**config.mk**
```make
export PLATFORM = sky130hd
export DESIGN_NAME = ps2_snes_key_mapper
export DESIGN_NICKNAME = d
export VERILOG_FILES = /design/src/rtl/ps2_snes_pkg.sv /design/src/rtl/ps2_prefix_fsm.sv /design/src/rtl/ps2_snes_key_mapper.sv
export SDC_FILE = /design/constraint.sdc
export NUM_CORES = 1
export LEC_CHECK = 0
export ABC_CLOCK_PERIOD_IN_PS = 2000
export BUFFER_PORTS_ARGS = -buffer_cell sky130_fd_sc_hd__buf_2
export CAP_MARGIN = 20
export CORE_ASPECT_RATIO = 0.5
export CORE_MARGIN = 3
export CORE_UTILIZATION = 25
export CTS_CLUSTER_SIZE = 25
export DETAILED_ROUTE_END_ITERATION = 12
export PLACE_DENSITY = 0.41
export SYNTH_ARGS = -nofsm -noshare
export SYNTH_HDL_FRONTEND = slang
export SYNTH_SLANG_ARGS = --single-unit
```
**constraint.sdc**
```tcl
create_clock -name clk -period 2 [get_ports clk]
set_input_delay 0.1 -clock clk [delete_from_list [all_inputs] [get_ports clk]]
set_output_delay 0.1 -clock clk [all_outputs]
set_load 0.01 [all_outputs]
```
**src/rtl/ps2_snes_pkg.sv**
```systemverilog
// rtl/ps2_snes_pkg.sv - shared types, scan-code constants and key map tables for the PS/2-to-SNES mapper
package ps2_snes_pkg;

    typedef enum logic [1:0] {
        ST_IDLE    = 2'd0,
        ST_BRK     = 2'd1,
        ST_EXT     = 2'd2,
        ST_EXT_BRK = 2'd3
    } prefix_state_e;

    localparam logic [7:0] SC_BREAK   = 8'hF0;
    localparam logic [7:0] SC_EXT     = 8'hE0;
    localparam logic [7:0] SC_OVERRUN = 8'h00;
    localparam logic [7:0] SC_ERROR   = 8'hFF;
    localparam logic [7:0] SC_BAT_OK  = 8'hAA;

    localparam logic [3:0] BIT_B      = 4'd15;
    localparam logic [3:0] BIT_Y      = 4'd14;
    localparam logic [3:0] BIT_SELECT = 4'd13;
    localparam logic [3:0] BIT_START  = 4'd12;
    localparam logic [3:0] BIT_UP     = 4'd11;
    localparam logic [3:0] BIT_DOWN   = 4'd10;
    localparam logic [3:0] BIT_LEFT   = 4'd9;
    localparam logic [3:0] BIT_RIGHT  = 4'd8;
    localparam logic [3:0] BIT_A      = 4'd7;
    localparam logic [3:0] BIT_X      = 4'd6;
    localparam logic [3:0] BIT_L      = 4'd5;
    localparam logic [3:0] BIT_R      = 4'd4;

    typedef struct packed {
        logic [7:0] code;
        logic [3:0] idx;
    } map_entry_t;

    localparam int STD_MAP_LEN = 12;
    localparam int EXT_MAP_LEN = 4;

    localparam map_entry_t STD_MAP [STD_MAP_LEN] = '{
        '{8'h2D, BIT_B},      '{8'h35, BIT_Y},     '{8'h2B, BIT_SELECT},
        '{8'h2C, BIT_START},  '{8'h1D, BIT_UP},    '{8'h1B, BIT_DOWN},
        '{8'h1C, BIT_LEFT},   '{8'h23, BIT_RIGHT}, '{8'h24, BIT_A},
        '{8'h34, BIT_X},      '{8'h15, BIT_L},     '{8'h3C, BIT_R}
    };

    localparam map_entry_t EXT_MAP [EXT_MAP_LEN] = '{
        '{8'h75, BIT_UP}, '{8'h72, BIT_DOWN}, '{8'h6B, BIT_LEFT}, '{8'h74, BIT_RIGHT}
    };

    function automatic logic is_release_all(input logic [7:0] c);
        return (c == SC_OVERRUN) || (c == SC_ERROR) || (c == SC_BAT_OK);
    endfunction

    function automatic logic [7:0] bit_reverse8(input logic [7:0] b);
        logic [7:0] r;
        for (int i = 0; i < 8; i++) r[i] = b[7-i];
        return r;
    endfunction

endpackage

```
**src/rtl/ps2_prefix_fsm.sv**
```systemverilog
// rtl/ps2_prefix_fsm.sv - F0/E0 prefix tracker with timeout; extended prefix only with PS2_EXT_KEYS_EN
module ps2_prefix_fsm
    import ps2_snes_pkg::*;
#(
    parameter int BIT_REVERSE    = 1,
    parameter int TIMEOUT_CYCLES = 50000
) (
    input  logic       clk,
    input  logic       rst,
    input  logic       byte_valid_i,
    input  logic [7:0] key_byte_i,
    output logic       make_o,
    output logic       break_o,
    output logic       ext_o,
    output logic       release_o,
    output logic [7:0] code_o
);

    localparam int CW = (TIMEOUT_CYCLES > 2) ? $clog2(TIMEOUT_CYCLES) : 1;
    localparam logic [CW-1:0] CNT_MAX = CW'(TIMEOUT_CYCLES - 1);

    prefix_state_e state_q, state_d;
    logic [CW-1:0] cnt_q, cnt_d;
    logic [7:0]    code;

    assign code   = (BIT_REVERSE != 0) ? bit_reverse8(key_byte_i) : key_byte_i;
    assign code_o = code;

    always_ff @(posedge clk or posedge rst) begin
        if (rst) begin
            state_q <= ST_IDLE;
            cnt_q   <= '0;
        end else begin
            state_q <= state_d;
            cnt_q   <= cnt_d;
        end
    end

    always_comb begin
        state_d   = state_q;
        cnt_d     = cnt_q;
        make_o    = 1'b0;
        break_o   = 1'b0;
        ext_o     = 1'b0;
        release_o = 1'b0;
        if (byte_valid_i) begin
            // An arriving byte always beats a coincident timeout.
            cnt_d = '0;
            if (is_release_all(code)) begin
                release_o = 1'b1;
                state_d   = ST_IDLE;
            end else begin
                case (state_q)
                    ST_IDLE: begin
                        if (code == SC_BREAK) begin
                            state_d = ST_BRK;
`ifdef PS2_EXT_KEYS_EN
                        end else if (code == SC_EXT) begin
                            state_d = ST_EXT;
`endif
                        end else begin
                            make_o = 1'b1;
                        end
                    end
                    ST_BRK: begin
                        break_o = 1'b1;
                        state_d = ST_IDLE;
                    end
`ifdef PS2_EXT_KEYS_EN
                    ST_EXT: begin
                        if (code == SC_BREAK) begin
                            state_d = ST_EXT_BRK;
                        end else begin
                            make_o  = 1'b1;
                            ext_o   = 1'b1;
                            state_d = ST_IDLE;
                        end
                    end
                    ST_EXT_BRK: begin
                        break_o = 1'b1;
                        ext_o   = 1'b1;
                        state_d = ST_IDLE;
                    end
`endif
                    default: state_d = ST_IDLE;
                endcase
            end
        end else if (state_q != ST_IDLE) begin
            if (cnt_q == CNT_MAX) begin
                state_d = ST_IDLE;
                cnt_d   = '0;
            end else begin
                cnt_d = cnt_q + 1'b1;
            end
        end
    end

endmodule

```
**src/rtl/ps2_snes_key_mapper.sv**
```systemverilog
// rtl/ps2_snes_key_mapper.sv - PS/2 scan codes to registered active-low SNES button word; PS2_EXT_KEYS_EN adds E0 arrows
module ps2_snes_key_mapper
    import ps2_snes_pkg::*;
#(
    parameter int   BIT_REVERSE    = 1,
    parameter int   TIMEOUT_CYCLES = 50000,
    parameter logic UNUSED_LEVEL   = 1'b1
) (
    input  logic        clk,
    input  logic        reset,
    input  logic        byte_valid,
    input  logic [7:0]  key_byte,
    output logic [15:0] buttons_n,
    output logic        update,
    output logic        unknown_key
);

    localparam logic [15:0] BTN_RESET = {12'hFFF, {4{UNUSED_LEVEL}}};

    logic        ev_make, ev_break, ev_ext, ev_release;
    logic [7:0]  ev_code;
    logic        hit;
    logic [3:0]  idx;
    logic [15:0] btn_q, btn_d;
    logic        upd_q, upd_d;
    logic        unk_q, unk_d;

    ps2_prefix_fsm #(
        .BIT_REVERSE    (BIT_REVERSE),
        .TIMEOUT_CYCLES (TIMEOUT_CYCLES)
    ) u_fsm (
        .clk          (clk),
        .rst          (reset),
        .byte_valid_i (byte_valid),
        .key_byte_i   (key_byte),
        .make_o       (ev_make),
        .break_o      (ev_break),
        .ext_o        (ev_ext),
        .release_o    (ev_release),
        .code_o       (ev_code)
    );

    always_comb begin
        hit = 1'b0;
        idx = 4'd0;
        if (ev_ext) begin
            for (int i = 0; i < EXT_MAP_LEN; i++) begin
                if (EXT_MAP[i].code == ev_code) begin
                    hit = 1'b1;
                    idx = EXT_MAP[i].idx;
                end
            end
        end else begin
            for (int i = 0; i < STD_MAP_LEN; i++) begin
                if (STD_MAP[i].code == ev_code) begin
                    hit = 1'b1;
                    idx = STD_MAP[i].idx;
                end
            end
        end
    end

    always_comb begin
        btn_d = btn_q;
        unk_d = 1'b0;
        if (ev_release) begin
            btn_d[15:4] = '1;
        end else if (ev_make || ev_break) begin
            if (hit) begin
                // Active-low: make drives the bit to 0, break back to 1.
                btn_d[idx] = ev_break;
            end else begin
                unk_d = 1'b1;
            end
        end
        upd_d = (btn_d != btn_q);
    end

    always_ff @(posedge clk or posedge reset) begin
        if (reset) begin
            btn_q <= BTN_RESET;
            upd_q <= 1'b0;
            unk_q <= 1'b0;
        end else begin
            btn_q <= btn_d;
            upd_q <= upd_d;
            unk_q <= unk_d;
        end
    end

    assign buttons_n   = btn_q;
    assign update      = upd_q;
    assign unknown_key = unk_q;

endmodule

```
# Word level (Yosys, flattened, before mapping)

Cells that the tools add are included.
W data, S select, Z words.

Output and inout port bits: 18
Memory bits (read-only): 0
Word-level logic and storage cells: 89
Memories kept: 0
Register bits after elaboration: 36
Bits in writable memories: 0
Input port bits: 11
Latch bits: 0

Order comparisons: 2
Shifts and indexed selects: 0
Add/subtract/negate cells: 1
Div/mod/pow operators: 0
Multiplexer cells: 52
Equal/unequal tests: 19
Reductions and logical operators: 10
Multiply operators: 0
Bitwise operators: 0

Operator list:

| operator                | count |
|---|---|
| $mux W16                | 5 |
| $eq A6 B8 Y1 const A    | 8 |
| $mux W4                 | 13 |
| $eq A5 B8 Y1 const A    | 4 |
| $mux W1                 | 25 |
| $eq A8 B8 Y1 const B    | 3 |
| $add A16 B1 Y16 const B | 1 |
| $bwmux W16              | 1 |
| $eq A16 B16 Y1 const B  | 1 |
| $ne A16 B16 Y1          | 1 |
| $mux W12                | 1 |
| $mux W2                 | 6 |
| $logic_not A8 Y1        | 1 |
| $reduce_bool A2 Y1      | 3 |
| $lt A4 B5 Y1 const B    | 1 |
| $demux W1 S4            | 1 |
| $ge A4 B1 Y1 const B    | 1 |
| $ne A4 B2 Y1 const B    | 1 |
| $logic_or A1 B1 Y1      | 3 |
| $reduce_and A3 Y1       | 1 |
| $eq A2 B1 Y1 const B    | 1 |
| $logic_not A2 Y1        | 1 |
| $logic_and A1 B1 Y1     | 1 |

# Depth between registers and ports, before layout

Gate-level depths: netlist of run 1.

Word-level depth: 22
Gate-level depth with buffers: 9
Mapped depth without buffers: 7

# Cells and area by module

Synthesis of run 1 repeated with hierarchy kept, for this count alone.

Cells, all modules: 296
Area, all modules: 2,652.5 um^2

By module, submodules not included:

| module              | area an instance (um^2) | sequential area each (um^2) | times used | cells an instance |
|---|---|---|---|---|
| ps2_snes_key_mapper | 1,594.0                 | 470.5                       | 1          | 180 |
| ps2_prefix_fsm      | 1,058.5                 | 425.4                       | 1          | 116 |

# Least setup slack after synthesis of run 1

Ideal clock, no wire load.

Path type: input port to flip-flop
From: input key_byte[2]
To: register upd_q (netlist: update)
Setup time: 0.143 ns
Data required time: 1.857 ns
Setup slack: 0.051 ns
Buffers on the path: 2
Arrival time: 1.806 ns
Stages on the path: 9
Cell sequence: buf_6 or4_1 o22ai_4 or3_1 buf_6 or3_4 a211oi_2 a2111oi_2 nand4_1

Word-level cells in the longest chain between the ends: 22
Elaborated cells on any way between the ends: 62
Classes of those cells: order compare: 2; eq/ne: 16; mux: 39; reduce/logical: 5

Ends and longest elaborated chain:

| element                                                            | RTL line                  | source |
|---|---|---|
| start, declared                                                    | ps2_snes_key_mapper.sv:12 | `input logic [7:0] key_byte,` |
| $eq A6 B8 Y1                                                       | ps2_snes_key_mapper.sv:55 | `if (STD_MAP[i].code == ev_code) begin` |
| $mux W4 (12 in series)                                             | ps2_snes_key_mapper.sv:55 |  |
| $lt A4 B5 Y1 (implied by the code) or $ge A4 B1 Y1 (tied branches) | ps2_snes_key_mapper.sv:71 | `btn_d[idx] = ev_break;` |
| $logic_and A1 B1 Y1 (implied by the code)                          | ps2_snes_key_mapper.sv:71 |  |
| $mux W1 (implied by the code)                                      | ps2_snes_key_mapper.sv:71 |  |
| $demux W1 S4                                                       | ps2_snes_key_mapper.sv:71 |  |
| $bwmux W16                                                         | ps2_snes_key_mapper.sv:71 |  |
| $mux W16                                                           | ps2_snes_key_mapper.sv:69 | `if (hit) begin` |
| $mux W16                                                           | ps2_snes_key_mapper.sv:68 | `end else if (ev_make \|\| ev_break) begin` |
| $mux W4 or $mux W12 (tied branches)                                | ps2_snes_key_mapper.sv:66 | `if (ev_release) begin` |
| $ne A16 B16 Y1 (*)                                                 | ps2_snes_key_mapper.sv:76 | `upd_d = (btn_d != btn_q);` |
| net upd_d                                                          | ps2_snes_key_mapper.sv:25 | `logic upd_q, upd_d;` |
| end signal, assigned                                               | ps2_snes_key_mapper.sv:86 | `upd_q <= upd_d;` |
| end, declared                                                      | ps2_snes_key_mapper.sv:25 |  |

Mark *: on every way through the listed nets, which the timed path passes. The rest lies on a longest branch.
A chain may end at the register's enable or synchronous reset.

# Worst setup path in the final report of run 1

Same ends and word-level chain as after synthesis.

==> impl_metrics.prom, run 1 <==
# TYPE chip_impl_metric gauge
chip_impl_metric{name="antenna_violating_nets_post_route",unit=""} 0
chip_impl_metric{name="ys_seq_area_share",unit="%"} 38.3
chip_impl_info{name="grt.busiest_layer",value="met2"} 1
chip_impl_metric{name="crit_path_max_incr_delay",unit="ps"} 580
chip_impl_info{name="synth.largest_area_cell",value="sky130_fd_sc_hd__dfrtp_1"} 1
chip_impl_metric{name="wl_per_cell",unit="um"} 14.7
chip_impl_info{name="largest_family_of_logic_cells_by_synthesized_area",value="simple AND/OR/NAND/NOR gates"} 1
chip_impl_metric{name="p_leak",unit="nW"} 1.34
chip_impl_metric{name="finalPower",unit="mW"} 2.23
chip_impl_metric{name="synth_adder_area_share",unit="%"} 0.534
chip_impl_metric{name="dpl_worst_slack",unit="ps"} -111
chip_impl_metric{name="grt_pass1_wl",unit="um"} 11000
chip_impl_metric{name="mappedNetlistNets",unit=""} 280
chip_impl_info{name="outcome",value="completed"} 1
chip_impl_metric{name="gr-usage-met1",unit="%"} 18.8
chip_impl_metric{name="die_y",unit="um"} 74.4
chip_impl_info{name="worstSetupEndpointType",value="register"} 1
chip_impl_metric{name="postSynthCellCount",unit=""} 268
chip_impl_metric{name="achievable-frequency",unit="GHz"} 0.540
chip_impl_info{name="cpLargestDelayFamily",value="compound AO/OA/AOI/OAI gates"} 1
chip_impl_metric{name="drv_cap",unit=""} 0
chip_impl_metric{name="netlist_area",unit="um2"} 2340
chip_impl_metric{name="layout-drive-gt1-share",unit="%"} 32.4
chip_impl_metric{name="share_of_synthesized_area_spent_on_multiplexers",unit="%"} 3.96
chip_impl_info{name="setup.worst_path.start",value="key_byte[2]"} 1
chip_impl_info{name="critical_path.reg2reg.startpoint",value="u_fsm.state_q[0]"} 1
chip_impl_metric{name="powerDensity",unit="nW/um2"} 720
chip_impl_metric{name="use_met2",unit="%"} 20.0
chip_impl_metric{name="starting_utilization_of_the_core_area",unit="%"} 26.2
chip_impl_metric{name="cts.sink_count",unit=""} 35
chip_impl_metric{name="yosys.area_share.simple",unit="%"} 30.8
chip_impl_metric{name="row_cnt",unit=""} 24
chip_impl_metric{name="path_buf_inv",unit=""} 1
chip_impl_metric{name="detailed_place_hpwl",unit="um"} 5050
chip_impl_metric{name="synth_top_area_share",unit="%"} 20.3
chip_impl_metric{name="detailedRoute.firstIterationViolations",unit=""} 151
chip_impl_metric{name="vias_per_cell",unit=""} 5.09
chip_impl_metric{name="wl",unit="um"} 6680
chip_impl_info{name="min_delay_worst_type",value="primary input to register"} 1
chip_impl_metric{name="core_area",unit="um2"} 8920
chip_impl_metric{name="synth_xor_xnor_area_share",unit="%"} 1.87
chip_impl_metric{name="die_area",unit="um2"} 10600
chip_impl_metric{name="port_buffers",unit=""} 28
chip_impl_info{name="mostFrequentLayoutCells",value="sky130_fd_sc_hd__buf_4, sky130_fd_sc_hd__nand2_1, sky130_fd_sc_hd__buf_2, sky130_fd_sc_hd__dfrtp_1, sky130_fd_sc_hd__nor2_1"} 1
chip_impl_metric{name="insertedDiodeCount",unit=""} 0
chip_impl_metric{name="final_period_minus_worst_setup_slack",unit="ps"} 1850
chip_impl_metric{name="grt_util_met3",unit="%"} 2.83
chip_impl_metric{name="place_congestion",unit=""} 0.838
chip_impl_metric{name="synthToLayoutAreaGrowth",unit="%"} 32.1
chip_impl_metric{name="max-slew-margin-rel",unit="%"} 49.8
chip_impl_info{name="grt_setup_unrepaired",value="false"} 1
chip_impl_metric{name="fin_worst_skew",unit="ps"} 4.02
chip_impl_metric{name="report.final.hold_viol_count",unit=""} 0
chip_impl_metric{name="detailedRoute.firstPassIterationCount",unit=""} 4
chip_impl_metric{name="cts_max_path_buffers",unit=""} 2
chip_impl_info{name="synth_top_cells_by_area",value="sky130_fd_sc_hd__dfrtp_1, sky130_fd_sc_hd__dfstp_2, sky130_fd_sc_hd__nand2_1"} 1
chip_impl_info{name="worst_hold_startpoint",value="byte_valid"} 1
chip_impl_metric{name="critical_path_arrival",unit="ps"} 2000
chip_impl_metric{name="ys.warnings.count",unit=""} 0
chip_impl_metric{name="timing_worst_slew_pin_value",unit="ps"} 747
chip_impl_info{name="worstSetupStartpointType",value="primary input"} 1
chip_impl_info{name="layout_commonest_cell",value="sky130_fd_sc_hd__buf_4"} 1
chip_impl_info{name="cts_root_cell",value="sky130_fd_sc_hd__clkbuf_16"} 1
chip_impl_metric{name="vdd_ir_drop_max",unit="mV"} 0.250
chip_impl_info{name="cts_tree",value="done"} 1
chip_impl_metric{name="finalCritPeriodShare",unit="%"} 92.7
chip_impl_metric{name="yosysUniqueCellTypes",unit=""} 64
chip_impl_metric{name="synth_compound_gate_area_share",unit="%"} 20.6
chip_impl_metric{name="worst_skew_pair.late_latency",unit="ps"} 280
chip_impl_metric{name="worstPathMaxFanout",unit=""} 7
chip_impl_metric{name="grt_pass1_vias",unit=""} 2175
chip_impl_metric{name="grt_start_max_net_pins",unit=""} 36
chip_impl_metric{name="numCtsBuffers",unit=""} 5
chip_impl_info{name="cpMaxStageDelayCell",value="sky130_fd_sc_hd__or4_1"} 1
chip_impl_info{name="critical_path.cell_chain",value="buf_2 > or4_1 > o22ai_4 > nor3_1 > o2111ai_1 > o21ai_0 > a2111oi_2 > nand4_1"} 1
chip_impl_metric{name="ioPinCount",unit=""} 29
chip_impl_metric{name="postLayoutSetupSlackWorst",unit="ps"} 147
chip_impl_metric{name="post_layout_net_count",unit=""} 347
chip_impl_metric{name="async_flop_share",unit="%"} 100
chip_impl_info{name="synth_ff_type",value="sky130_fd_sc_hd__dfrtp_1"} 1
chip_impl_metric{name="htree_num_levels",unit=""} 2
chip_impl_metric{name="die_width",unit="um"} 143
chip_impl_metric{name="syn_avg_cell_area",unit="um2"} 8.74
chip_impl_metric{name="final-max-slew-violation-count",unit=""} 0
chip_impl_metric{name="synth-edff-count",unit=""} 0
chip_impl_metric{name="grt.total_usage",unit="%"} 13.2
chip_impl_metric{name="ys_ff_latch",unit=""} 35
chip_impl_info{name="critPathKind",value="primary input to register"} 1
chip_impl_metric{name="clk_transition_reported_paths",unit="ps"} 60
chip_impl_metric{name="vias",unit=""} 2307
chip_impl_metric{name="required_time_of_the_critical_path",unit="ps"} 2150
chip_impl_metric{name="setup_viol",unit=""} 0
chip_impl_metric{name="grt_total_ovfl",unit=""} 0
chip_impl_metric{name="number_of_antenna_violations_at_the_first_check_in_global_routing",unit=""} 0
chip_impl_metric{name="route.detailed.drc",unit=""} 0
synth_stat cells, types with 7 or more instances:
cell type	number
sky130_fd_sc_hd__clkbuf_1	9
sky130_fd_sc_hd__nand2_1	38
sky130_fd_sc_hd__a21oi_1	13
sky130_fd_sc_hd__or3_1	7
sky130_fd_sc_hd__nand3_1	16
sky130_fd_sc_hd__nor2_1	18
sky130_fd_sc_hd__dfstp_2	16
sky130_fd_sc_hd__o21ai_0	16
sky130_fd_sc_hd__and3_1	8
sky130_fd_sc_hd__nor3_1	10
sky130_fd_sc_hd__mux2i_1	7
sky130_fd_sc_hd__dfrtp_1	19
sequential cells by signal, summed over array words and instances, names as in the netlist:
register       count
unknown_key        1
buttons_n         16
update             1
u_fsm.state_q      1
u_fsm.cnt_q       16
worst paths after layout:
| check | end | slack (ps) | cells past startpoint |
|---|---|---|---|
| max in group asynchronous | buttons_n[8] | 1180 | 4 |
| min reg2reg | buttons_n[3] | 360 | 0 |
| min in group asynchronous | update | 480 | 4 |
| max reg2reg | update | 250 | 5 |
| min | u_fsm.state_q[0] | 270 | 4 |
| max | update | 150 | 8 |
layout make-up:
type | instances | area (um2)
Fill cell | 912 | 5830
Sequential cell | 35 | 896
Inverter | 4 | 15.0
Clock inverter | 2 | 60.1
Multi-Input combinational cell | 215 | 1360
Clock buffer | 6 | 129
Timing Repair Buffer | 74 | 488
Tap cell | 117 | 146
stage by stage:
step	hold slack, ps	setup TNS (ps)	instance area [um2]	utilization [%]	std cells
6_report	267	0	3090	34.7	453
5_1_grt	296	0	3090	34.7	453
4_1_cts	251	0	3090	34.6	453
3_5_place_dp	232	-143	2890	32.4	444
3_3_place_gp	221	-282	2890	32.4	444
2_1_floorplan	242	0	2340	-	268
kinds of logic after synthesis:
family | after synthesis
compound gates | 67
xor+xnor | 5
fa+ha+maj | 1
buf+inv | 18
flops | 35
mux | 9
simple gates | 133
worst min-delay path, delay by kind of cell:
family,cells,cell delay (ps)
buffers and inverters,2,270
and+or+nand+nor,2,140
power breakdown:
group | internal [mW] | total (mW) | switching [mW]
clock network | 0.714 | 1.01 | 0.296
logic | 0.152 | 0.324 | 0.172
registers | 0.806 | 0.892 | 0.0859
timing repair:
item / 4_1_cts / 5_1_grt
endpoints found under the hold margin: 19 / 0
hold buffers: 1 / 0
buffers inserted: 0 / 0
endpoints found under the setup margin: 0 / 5
gates resized for setup: 0 / 2
metal layers:
| metal | wire, um | part of all wire, % | vias to the layer above |
|---|---|---|---|
| met3 | 305 | 4.6 | 7 |
| met5 | 0 | 0 | - |
| li1 | - | - | 1141 |
| met4 | 88 | 1.3 | 0 |
| met1 | 3310 | 49 | 1105 |
| met2 | 2980 | 45 | 54 |
Power figures use the tool's default switching activity.
==> run 2: changes to the inputs <==
Settings changed: CELL_PAD_IN_SITES_DETAIL_PLACEMENT from default to 1, CELL_PAD_IN_SITES_GLOBAL_PLACEMENT from default to 1, PLACE_DENSITY 0.41 to 0.5.
==> run 2 against run 1 <==
Critical endpoint unchanged; via count up 0.52%; critical path depth up 1; count of clock-buffer cells in the layout unchanged; critical path type unchanged; combinational power about the same; highest routed layer unchanged; worst setup slack worse by 41 ps.
==> impl_metrics.prom, run 2 (synthesized netlist as in run 1, its figures left out) <==
# TYPE chip_impl_metric gauge
chip_impl_info{name="mostFrequentLayoutCells",value="sky130_fd_sc_hd__buf_4, sky130_fd_sc_hd__nand2_1, sky130_fd_sc_hd__buf_2, sky130_fd_sc_hd__dfrtp_1, sky130_fd_sc_hd__nor2_1"} 1
chip_impl_metric{name="grt_pass1_vias",unit=""} 2382
chip_impl_metric{name="detailedRoute.firstPassIterationCount",unit=""} 4
chip_impl_metric{name="die_area",unit="um2"} 10600
chip_impl_metric{name="worst_hold_path.num_cells",unit=""} 5
chip_impl_metric{name="vias",unit=""} 2319
chip_impl_metric{name="numCtsBuffers",unit=""} 5
chip_impl_metric{name="final_util",unit="%"} 34.2
chip_impl_metric{name="setup-tns-final",unit="ps"} 0
chip_impl_metric{name="clk_transition_reported_paths",unit="ps"} 60
chip_impl_info{name="critPathKind",value="primary input to register"} 1
chip_impl_metric{name="achievable-frequency",unit="GHz"} 0.528
chip_impl_metric{name="timing_worst_slew_pin_value",unit="ps"} 698
chip_impl_metric{name="detailed_place_hpwl",unit="um"} 5610
chip_impl_metric{name="row_cnt",unit=""} 24
chip_impl_metric{name="port_buffers",unit=""} 28
chip_impl_metric{name="final_period_minus_worst_setup_slack",unit="ps"} 1890
chip_impl_metric{name="required_time_of_the_critical_path",unit="ps"} 2150
chip_impl_metric{name="worstPathMaxFanout",unit=""} 6
chip_impl_metric{name="nFillCells",unit=""} 1072
chip_impl_metric{name="drv_cap",unit=""} 0
chip_impl_metric{name="number_of_antenna_violations_at_the_first_check_in_global_routing",unit=""} 0
chip_impl_metric{name="finalCritPeriodShare",unit="%"} 94.7
chip_impl_info{name="critical_path.cell_chain",value="buf_2 > buf_4 > nor2b_1 > and3_1 > or3_1 > a221o_1 > a32oi_1 > o211a_1 > nand4_1"} 1
chip_impl_metric{name="final_cell_area",unit="um2"} 3050
chip_impl_metric{name="wl",unit="um"} 7500
chip_impl_metric{name="route.detailed.drc",unit=""} 0
chip_impl_metric{name="core_area",unit="um2"} 8920
chip_impl_metric{name="die_width",unit="um"} 143
chip_impl_metric{name="final-instance-count-excl-fill",unit=""} 450
chip_impl_metric{name="ioPinCount",unit=""} 29
chip_impl_metric{name="antenna_violating_nets_post_route",unit=""} 0
chip_impl_info{name="cts_root_cell",value="sky130_fd_sc_hd__clkbuf_16"} 1
chip_impl_metric{name="postPlaceCellArea",unit="um2"} 2870
chip_impl_info{name="worstSetupEndpointType",value="register"} 1
chip_impl_metric{name="grt_start_max_net_pins",unit=""} 36
chip_impl_metric{name="vdd_ir_drop_max",unit="mV"} 0.332
chip_impl_metric{name="cts.sink_count",unit=""} 35
chip_impl_metric{name="wl_per_cell",unit="um"} 16.7
chip_impl_metric{name="die_y",unit="um"} 74.4
chip_impl_metric{name="starting_utilization_of_the_core_area",unit="%"} 26.2
chip_impl_metric{name="grt.total_usage",unit="%"} 14.6
chip_impl_info{name="layout_commonest_cell",value="sky130_fd_sc_hd__buf_4"} 1
chip_impl_metric{name="powerDensity",unit="nW/um2"} 701
chip_impl_info{name="cpMaxStageDelayCell",value="sky130_fd_sc_hd__or3_1"} 1
chip_impl_metric{name="p_leak",unit="nW"} 1.31
chip_impl_metric{name="max-slew-margin-rel",unit="%"} 53.0
chip_impl_metric{name="report.final.hold_viol_count",unit=""} 0
chip_impl_info{name="outcome",value="completed"} 1
chip_impl_metric{name="detailedRoute.firstIterationViolations",unit=""} 95
chip_impl_metric{name="htree_num_levels",unit=""} 2
chip_impl_info{name="worstSetupStartpointType",value="primary input"} 1
chip_impl_metric{name="fin_worst_skew",unit="ps"} 7.92
chip_impl_metric{name="grt_pass1_wl",unit="um"} 12300
chip_impl_metric{name="setup_viol",unit=""} 0
chip_impl_metric{name="vias_per_cell",unit=""} 5.15
chip_impl_metric{name="place_inst",unit=""} 441
chip_impl_info{name="min_delay_worst_type",value="primary input to register"} 1
chip_impl_metric{name="multi_input_combinational_cell_area",unit="um2"} 1360
chip_impl_metric{name="grt_total_ovfl",unit=""} 0
chip_impl_metric{name="crit_path_max_incr_delay",unit="ps"} 500
chip_impl_metric{name="cts_post_setup_buffers_inserted",unit=""} 0
chip_impl_metric{name="cts_max_path_buffers",unit=""} 2
chip_impl_metric{name="insertedDiodeCount",unit=""} 0
chip_impl_info{name="grt_setup_unrepaired",value="false"} 1
chip_impl_metric{name="critical_path_arrival",unit="ps"} 2040
chip_impl_metric{name="worst_r2r_path_depth",unit=""} 7
chip_impl_metric{name="post_layout_net_count",unit=""} 344
chip_impl_metric{name="worst_skew_pair.late_latency",unit="ps"} 290
chip_impl_info{name="cts_tree",value="done"} 1
chip_impl_metric{name="layout-drive-gt1-share",unit="%"} 32.1
chip_impl_metric{name="sequential_cell_area",unit="um2"} 896
chip_impl_metric{name="final-max-slew-violation-count",unit=""} 0
chip_impl_metric{name="synthToLayoutAreaGrowth",unit="%"} 30.3
chip_impl_metric{name="place_congestion",unit=""} 0.852
run 2: changes by cell type in the layout (fill, tap and decap cells not counted), sizes merged:
cell	before	now
buf	73	70
bufinv	2	1
clkinvlp	0	1
run 2: repair_timing:
item | 4_1_cts | 5_1_grt
resized for setup | 0 | 2
endpoints found under the hold margin | 19 | 0
hold buffers | 1 | 0
setup endpoints to repair | 0 | 2
run 2: where the power goes:
part / internal (mW) / switching (mW)
Sequential: 0.806 / 0.0918
Combinational: 0.149 / 0.176
Clock: 0.589 / 0.326
run 2: worst paths after layout:
kind / startpoint / to / slack (ps)
min in group asynchronous: reset / u_fsm.cnt_q[7] / 480
hold / removal: key_byte[6] / u_fsm.state_q[0] / 240
setup / recovery: key_byte[3] / update / 110
setup reg to reg: u_fsm.state_q[0] / update / 230
hold reg to reg: buttons_n[1] / buttons_n[1] / 360
max in group asynchronous: reset / buttons_n[4] / 1170
run 2: layer usage:
layer | track usage, % | routed length (um) | vias to the layer above | part of all wire (%)
met1 | 20.5 | 3780 | 1145 | 50
met2 | 23.5 | 3450 | 40 | 46
met4 | 3.16 | 56 | 0 | 0.75
met3 | 2.70 | 216 | 5 | 2.9
li1 | - | - | 1129 | -
met5 | 0 | 0 | - | 0
run 2: stage by stage:
step / setup slack [ps] / hold WS, ps / total power, mW
floorplan: 51.5 / 242 / 1.06
global placement: -162 / 225 / 1.23
detailed placement: -194 / 248 / 1.24
CTS: 107 / 240 / 2.18
global route: 18.6 / 266 / 2.24
finish: 106 / 245 / 2.14
run 2: cell type report:
type / instances / share of cell area (%)
Inverter: 4 / 0.492
Tap cell: 117 / 4.80
Timing Repair Buffer: 71 / 15.3
Clock buffer: 6 / 4.22
Sequential cell: 35 / 29.4
Multi-Input combinational cell: 215 / 44.6
Clock inverter: 2 / 1.23
run 2: critical path, delay by kind of cell:
kind / cells / cell delay (ps)
AO/OA/AOI/OAI: 3 / 690
buffers and inverters: 2 / 290
AND/OR/NAND/NOR: 4 / 970
==> run 3: changes to the inputs <==
Settings changed: ABC_AREA from default to 1, PLACE_DENSITY 0.5 to 0.52.
==> run 3 against run 2 <==
Via count rose by 0.34%; area after synthesis rose by 0.96%; sequential share of layout area rose by 1.7 points; flip-flop and latch count did not move; combinational power rose by 69%; synthesized cell count rose by 25%.
==> impl_metrics.prom, run 3 <==
# TYPE chip_impl_metric gauge
chip_impl_info{name="outcome",value="completed"} 1
chip_impl_metric{name="syn_avg_cell_area",unit="um2"} 7.08
chip_impl_metric{name="antenna_violating_nets_post_route",unit=""} 0
chip_impl_info{name="min_delay_worst_endpoint",value="unknown_key"} 1
chip_impl_metric{name="drv_cap",unit=""} 0
chip_impl_info{name="synth_ff_type",value="sky130_fd_sc_hd__dfrtp_1"} 1
chip_impl_metric{name="layout-drive-gt1-share",unit="%"} 27.8
chip_impl_info{name="worst_r2r_endpoint",value="u_fsm.cnt_q[14]"} 1
chip_impl_metric{name="grt_start_max_net_pins",unit=""} 36
chip_impl_metric{name="wl_per_cell",unit="um"} 14.2
chip_impl_metric{name="worst_skew_pair.late_latency",unit="ps"} 290
chip_impl_metric{name="crit_path_max_incr_delay",unit="ps"} 380
chip_impl_metric{name="vdd_ir_drop_max",unit="mV"} 0.324
chip_impl_info{name="worstSetupEndpointType",value="register"} 1
chip_impl_metric{name="path_buf_inv",unit=""} 3
chip_impl_metric{name="switching_power",unit="mW"} 0.743
chip_impl_metric{name="ys_seq_area_share",unit="%"} 37.9
chip_impl_metric{name="insertedDiodeCount",unit=""} 0
chip_impl_metric{name="htree_num_levels",unit=""} 2
chip_impl_metric{name="detailed_place_hpwl",unit="um"} 5200
chip_impl_metric{name="cell_internal_pwr",unit="mW"} 1.52
chip_impl_metric{name="synth-edff-count",unit=""} 0
chip_impl_info{name="grt_setup_unrepaired",value="true"} 1
chip_impl_metric{name="wl",unit="um"} 6910
chip_impl_metric{name="die_y",unit="um"} 74.8
chip_impl_metric{name="grt_total_ovfl",unit=""} 0
chip_impl_metric{name="timing_worst_slew_pin_value",unit="ps"} 496
chip_impl_info{name="synth_top_cells_by_area",value="sky130_fd_sc_hd__dfrtp_1, sky130_fd_sc_hd__dfstp_2, sky130_fd_sc_hd__nand2_1"} 1
chip_impl_metric{name="required_time_of_the_critical_path",unit="ps"} 2200
chip_impl_info{name="setup.worst_path.start",value="u_fsm.cnt_q[0]"} 1
chip_impl_metric{name="worstPathMaxFanout",unit=""} 3
chip_impl_info{name="critPathKind",value="register to register"} 1
chip_impl_metric{name="worst_hold_path.num_cells",unit=""} 3
chip_impl_metric{name="powerDensity",unit="nW/um2"} 783
chip_impl_metric{name="numCtsBuffers",unit=""} 5
chip_impl_info{name="worstSetupStartpointType",value="register"} 1
chip_impl_metric{name="final-max-slew-violation-count",unit=""} 0
chip_impl_metric{name="vias_per_cell",unit=""} 4.78
chip_impl_metric{name="postLayoutSetupSlackWorst",unit="ps"} 74.5
chip_impl_metric{name="number_of_antenna_violations_at_the_first_check_in_global_routing",unit=""} 0
chip_impl_metric{name="setup_viol",unit=""} 0
chip_impl_metric{name="postSynthCellCount",unit=""} 334
chip_impl_metric{name="dpl_worst_slack",unit="ps"} -45.8
chip_impl_metric{name="cts_max_path_buffers",unit=""} 2
chip_impl_metric{name="row_cnt",unit=""} 24
chip_impl_metric{name="final-instance-count-excl-fill",unit=""} 487
chip_impl_metric{name="share_seq_of_total_power",unit="%"} 39.2
chip_impl_info{name="mostFrequentLayoutCells",value="sky130_fd_sc_hd__nand2_1, sky130_fd_sc_hd__inv_1, sky130_fd_sc_hd__nor2_1, sky130_fd_sc_hd__buf_2, sky130_fd_sc_hd__nand4_1"} 1
chip_impl_info{name="worst_hold_startpoint",value="byte_valid"} 1
chip_impl_metric{name="synth_top_area_share",unit="%"} 20.1
chip_impl_info{name="yosys-top-cells-count",value="sky130_fd_sc_hd__nand2_1, sky130_fd_sc_hd__inv_1, sky130_fd_sc_hd__nor2_1, sky130_fd_sc_hd__nand4_1, sky130_fd_sc_hd__nand3_1"} 1
chip_impl_info{name="cts_root_cell",value="sky130_fd_sc_hd__clkbuf_16"} 1
chip_impl_metric{name="ys.warnings.count",unit=""} 0
chip_impl_metric{name="mappedNetlistNets",unit=""} 346
chip_impl_metric{name="grt.total_usage",unit="%"} 13.9
chip_impl_info{name="critical_path.cell_chain",value="ha_2 > inv_2 > nor3_4 > inv_1 > nor2_2 > nand2_1 > nor2_1 > inv_2 > nor2_4 > nand3_2 > nor2_4 > a21oi_2 > a211oi_2"} 1
chip_impl_metric{name="final_period_minus_worst_setup_slack",unit="ps"} 1930
chip_impl_metric{name="starting_utilization_of_the_core_area",unit="%"} 26.4
chip_impl_metric{name="detailedRoute.firstIterationViolations",unit=""} 69
chip_impl_info{name="synth_most_common_cell",value="sky130_fd_sc_hd__nand2_1"} 1
chip_impl_metric{name="p_comb_share",unit="%"} 24.2
chip_impl_metric{name="netlist_area",unit="um2"} 2360
chip_impl_info{name="critical_path.reg2reg.startpoint",value="u_fsm.cnt_q[0]"} 1
chip_impl_metric{name="port_buffers",unit=""} 28
chip_impl_metric{name="die_width",unit="um"} 144
chip_impl_info{name="cts_tree",value="done"} 1
chip_impl_metric{name="place_congestion",unit=""} 0.745
chip_impl_info{name="cpLargestDelayFamily",value="simple AND/OR/NAND/NOR gates"} 1
chip_impl_metric{name="detailedRoute.firstPassIterationCount",unit=""} 4
chip_impl_metric{name="cts.sink_count",unit=""} 35
chip_impl_metric{name="netSwitchingFraction",unit="%"} 32.9
chip_impl_metric{name="die_area",unit="um2"} 10700
chip_impl_metric{name="finalCritPeriodShare",unit="%"} 96.3
chip_impl_info{name="cpMaxStageDelayCell",value="sky130_fd_sc_hd__dfrtp_1"} 1
chip_impl_metric{name="grt_pass1_vias",unit=""} 2390
chip_impl_metric{name="report.final.hold_viol_count",unit=""} 0
chip_impl_metric{name="grt_pass1_wl",unit="um"} 11800
chip_impl_metric{name="post_layout_net_count",unit=""} 381
chip_impl_metric{name="core_area",unit="um2"} 8950
chip_impl_metric{name="yosysUniqueCellTypes",unit=""} 35
chip_impl_metric{name="route.detailed.drc",unit=""} 0
chip_impl_metric{name="ioPinCount",unit=""} 29
chip_impl_info{name="synth.largest_area_cell",value="sky130_fd_sc_hd__dfrtp_1"} 1
chip_impl_metric{name="achievable-frequency",unit="GHz"} 0.519
chip_impl_metric{name="fin_worst_skew",unit="ps"} 5.13
chip_impl_metric{name="synthToLayoutAreaGrowth",unit="%"} 22.3
chip_impl_metric{name="clockPowerShare",unit="%"} 36.5
chip_impl_metric{name="clk_transition_reported_paths",unit="ps"} 60
chip_impl_metric{name="ys_ff_latch",unit=""} 35
chip_impl_metric{name="p_leak",unit="nW"} 1.37
chip_impl_metric{name="r2r_setup_slack",unit="ps"} 70
chip_impl_info{name="layout_commonest_cell",value="sky130_fd_sc_hd__nand2_1"} 1
chip_impl_info{name="min_delay_worst_type",value="primary input to register"} 1
chip_impl_metric{name="vias",unit=""} 2327
chip_impl_metric{name="place_inst",unit=""} 475
chip_impl_metric{name="critical_path_arrival",unit="ps"} 2130
chip_impl_metric{name="worst_r2r_path_depth",unit=""} 13
chip_impl_metric{name="async_flop_share",unit="%"} 100
chip_impl_metric{name="nFillCells",unit=""} 1114
chip_impl_metric{name="max-slew-margin-rel",unit="%"} 66.9
## run 3: logic make-up (layout without fill, tap and decap cells)
group           count (synthesis)  count (layout)  share of synthesized area, %
simple gates                  205             205                          42.4
buf+inv                        64             100                          11.6
flops                          35              35                          37.9
compound gates                 26              26                          6.51
xor+xnor                        3               3                          1.11
fa+ha+maj                       1               1                         0.529
## run 3: per-layer routing
| layer | vias up | global-route usage [%] | share of wire [%] |
|---|---|---|---|
| met3 | 6 | 3.24 | 3.1 |
| met5 | - | 0 | 0 |
| met2 | 22 | 23.3 | 46 |
| met4 | 0 | 2.82 | 0.91 |
| met1 | 1149 | 18.6 | 50 |
| li1 | 1150 | - | - |
## run 3: worst max-delay path by stage
stage	endpoint	slack, ps	cells past startpoint
2_1_floorplan	u_fsm.cnt_q[14]	320	13
3_3_place_gp	update	-20	12
3_5_place_dp	update	-50	12
4_1_cts	update	30	12
5_1_grt	u_fsm.cnt_q[14]	-60	13
6_report	u_fsm.cnt_q[14]	70	13
## run 3: power by group through the flow
stage	clock (mW)	sequential (mW)	combinational, mW
4_1_cts	0.861	0.889	0.553
3_5_place_dp	0	0.899	0.549
3_3_place_gp	0	0.896	0.537
2_1_floorplan	0	0.912	0.335
5_1_grt	0.885	0.901	0.636
6_report	0.827	0.888	0.549
## run 3: per-stage QoR
step | util [%] | instance area [um2] | power [mW] | hold slack (ps) | setup TNS (ps)
after floorplan | - | 2360 | 1.25 | 242 | 0
after global placement | 29.7 | 2650 | 1.43 | 231 | -22.0
after detailed placement | 29.7 | 2650 | 1.45 | 249 | -45.8
after CTS | 31.6 | 2830 | 2.30 | 295 | 0
after global routing | 32.3 | 2890 | 2.42 | 351 | -156
final | 32.3 | 2890 | 2.26 | 316 | 0
## run 3: worst reg2reg max path, cell delays in order (launching register included)
cell and delay, ps:
sky130_fd_sc_hd__dfrtp_1 380, sky130_fd_sc_hd__ha_2 190, sky130_fd_sc_hd__inv_2 50, sky130_fd_sc_hd__nor3_4 180
sky130_fd_sc_hd__inv_1 70, sky130_fd_sc_hd__nor2_2 100, sky130_fd_sc_hd__nand2_1 70, sky130_fd_sc_hd__nor2_1 110
sky130_fd_sc_hd__inv_2 70, sky130_fd_sc_hd__nor2_4 150, sky130_fd_sc_hd__nand3_2 110, sky130_fd_sc_hd__nor2_4 160
sky130_fd_sc_hd__a21oi_2 70, sky130_fd_sc_hd__a211oi_2 130
## run 3: layout make-up
class | instances | area [um2] | share of cell area, %
Inverter | 50 | 193 | 6.67
Timing Repair Buffer | 42 | 260 | 9.00
Clock buffer | 6 | 139 | 4.81
Multi-Input combinational cell | 235 | 1240 | 42.9
Tap cell | 117 | 146 | 5.06
Sequential cell | 35 | 897 | 31.0
Clock inverter | 2 | 16.3 | 0.563
## run 3: timing repair
action / in CTS / in global routing
endpoints found under the setup margin: 2 / 4
resized for setup: 3 / 13
setup buffers: 0 / 3
hold buffers: 1 / 0
pin swaps: 0 / 3
hold endpoints to repair: 19 / 0
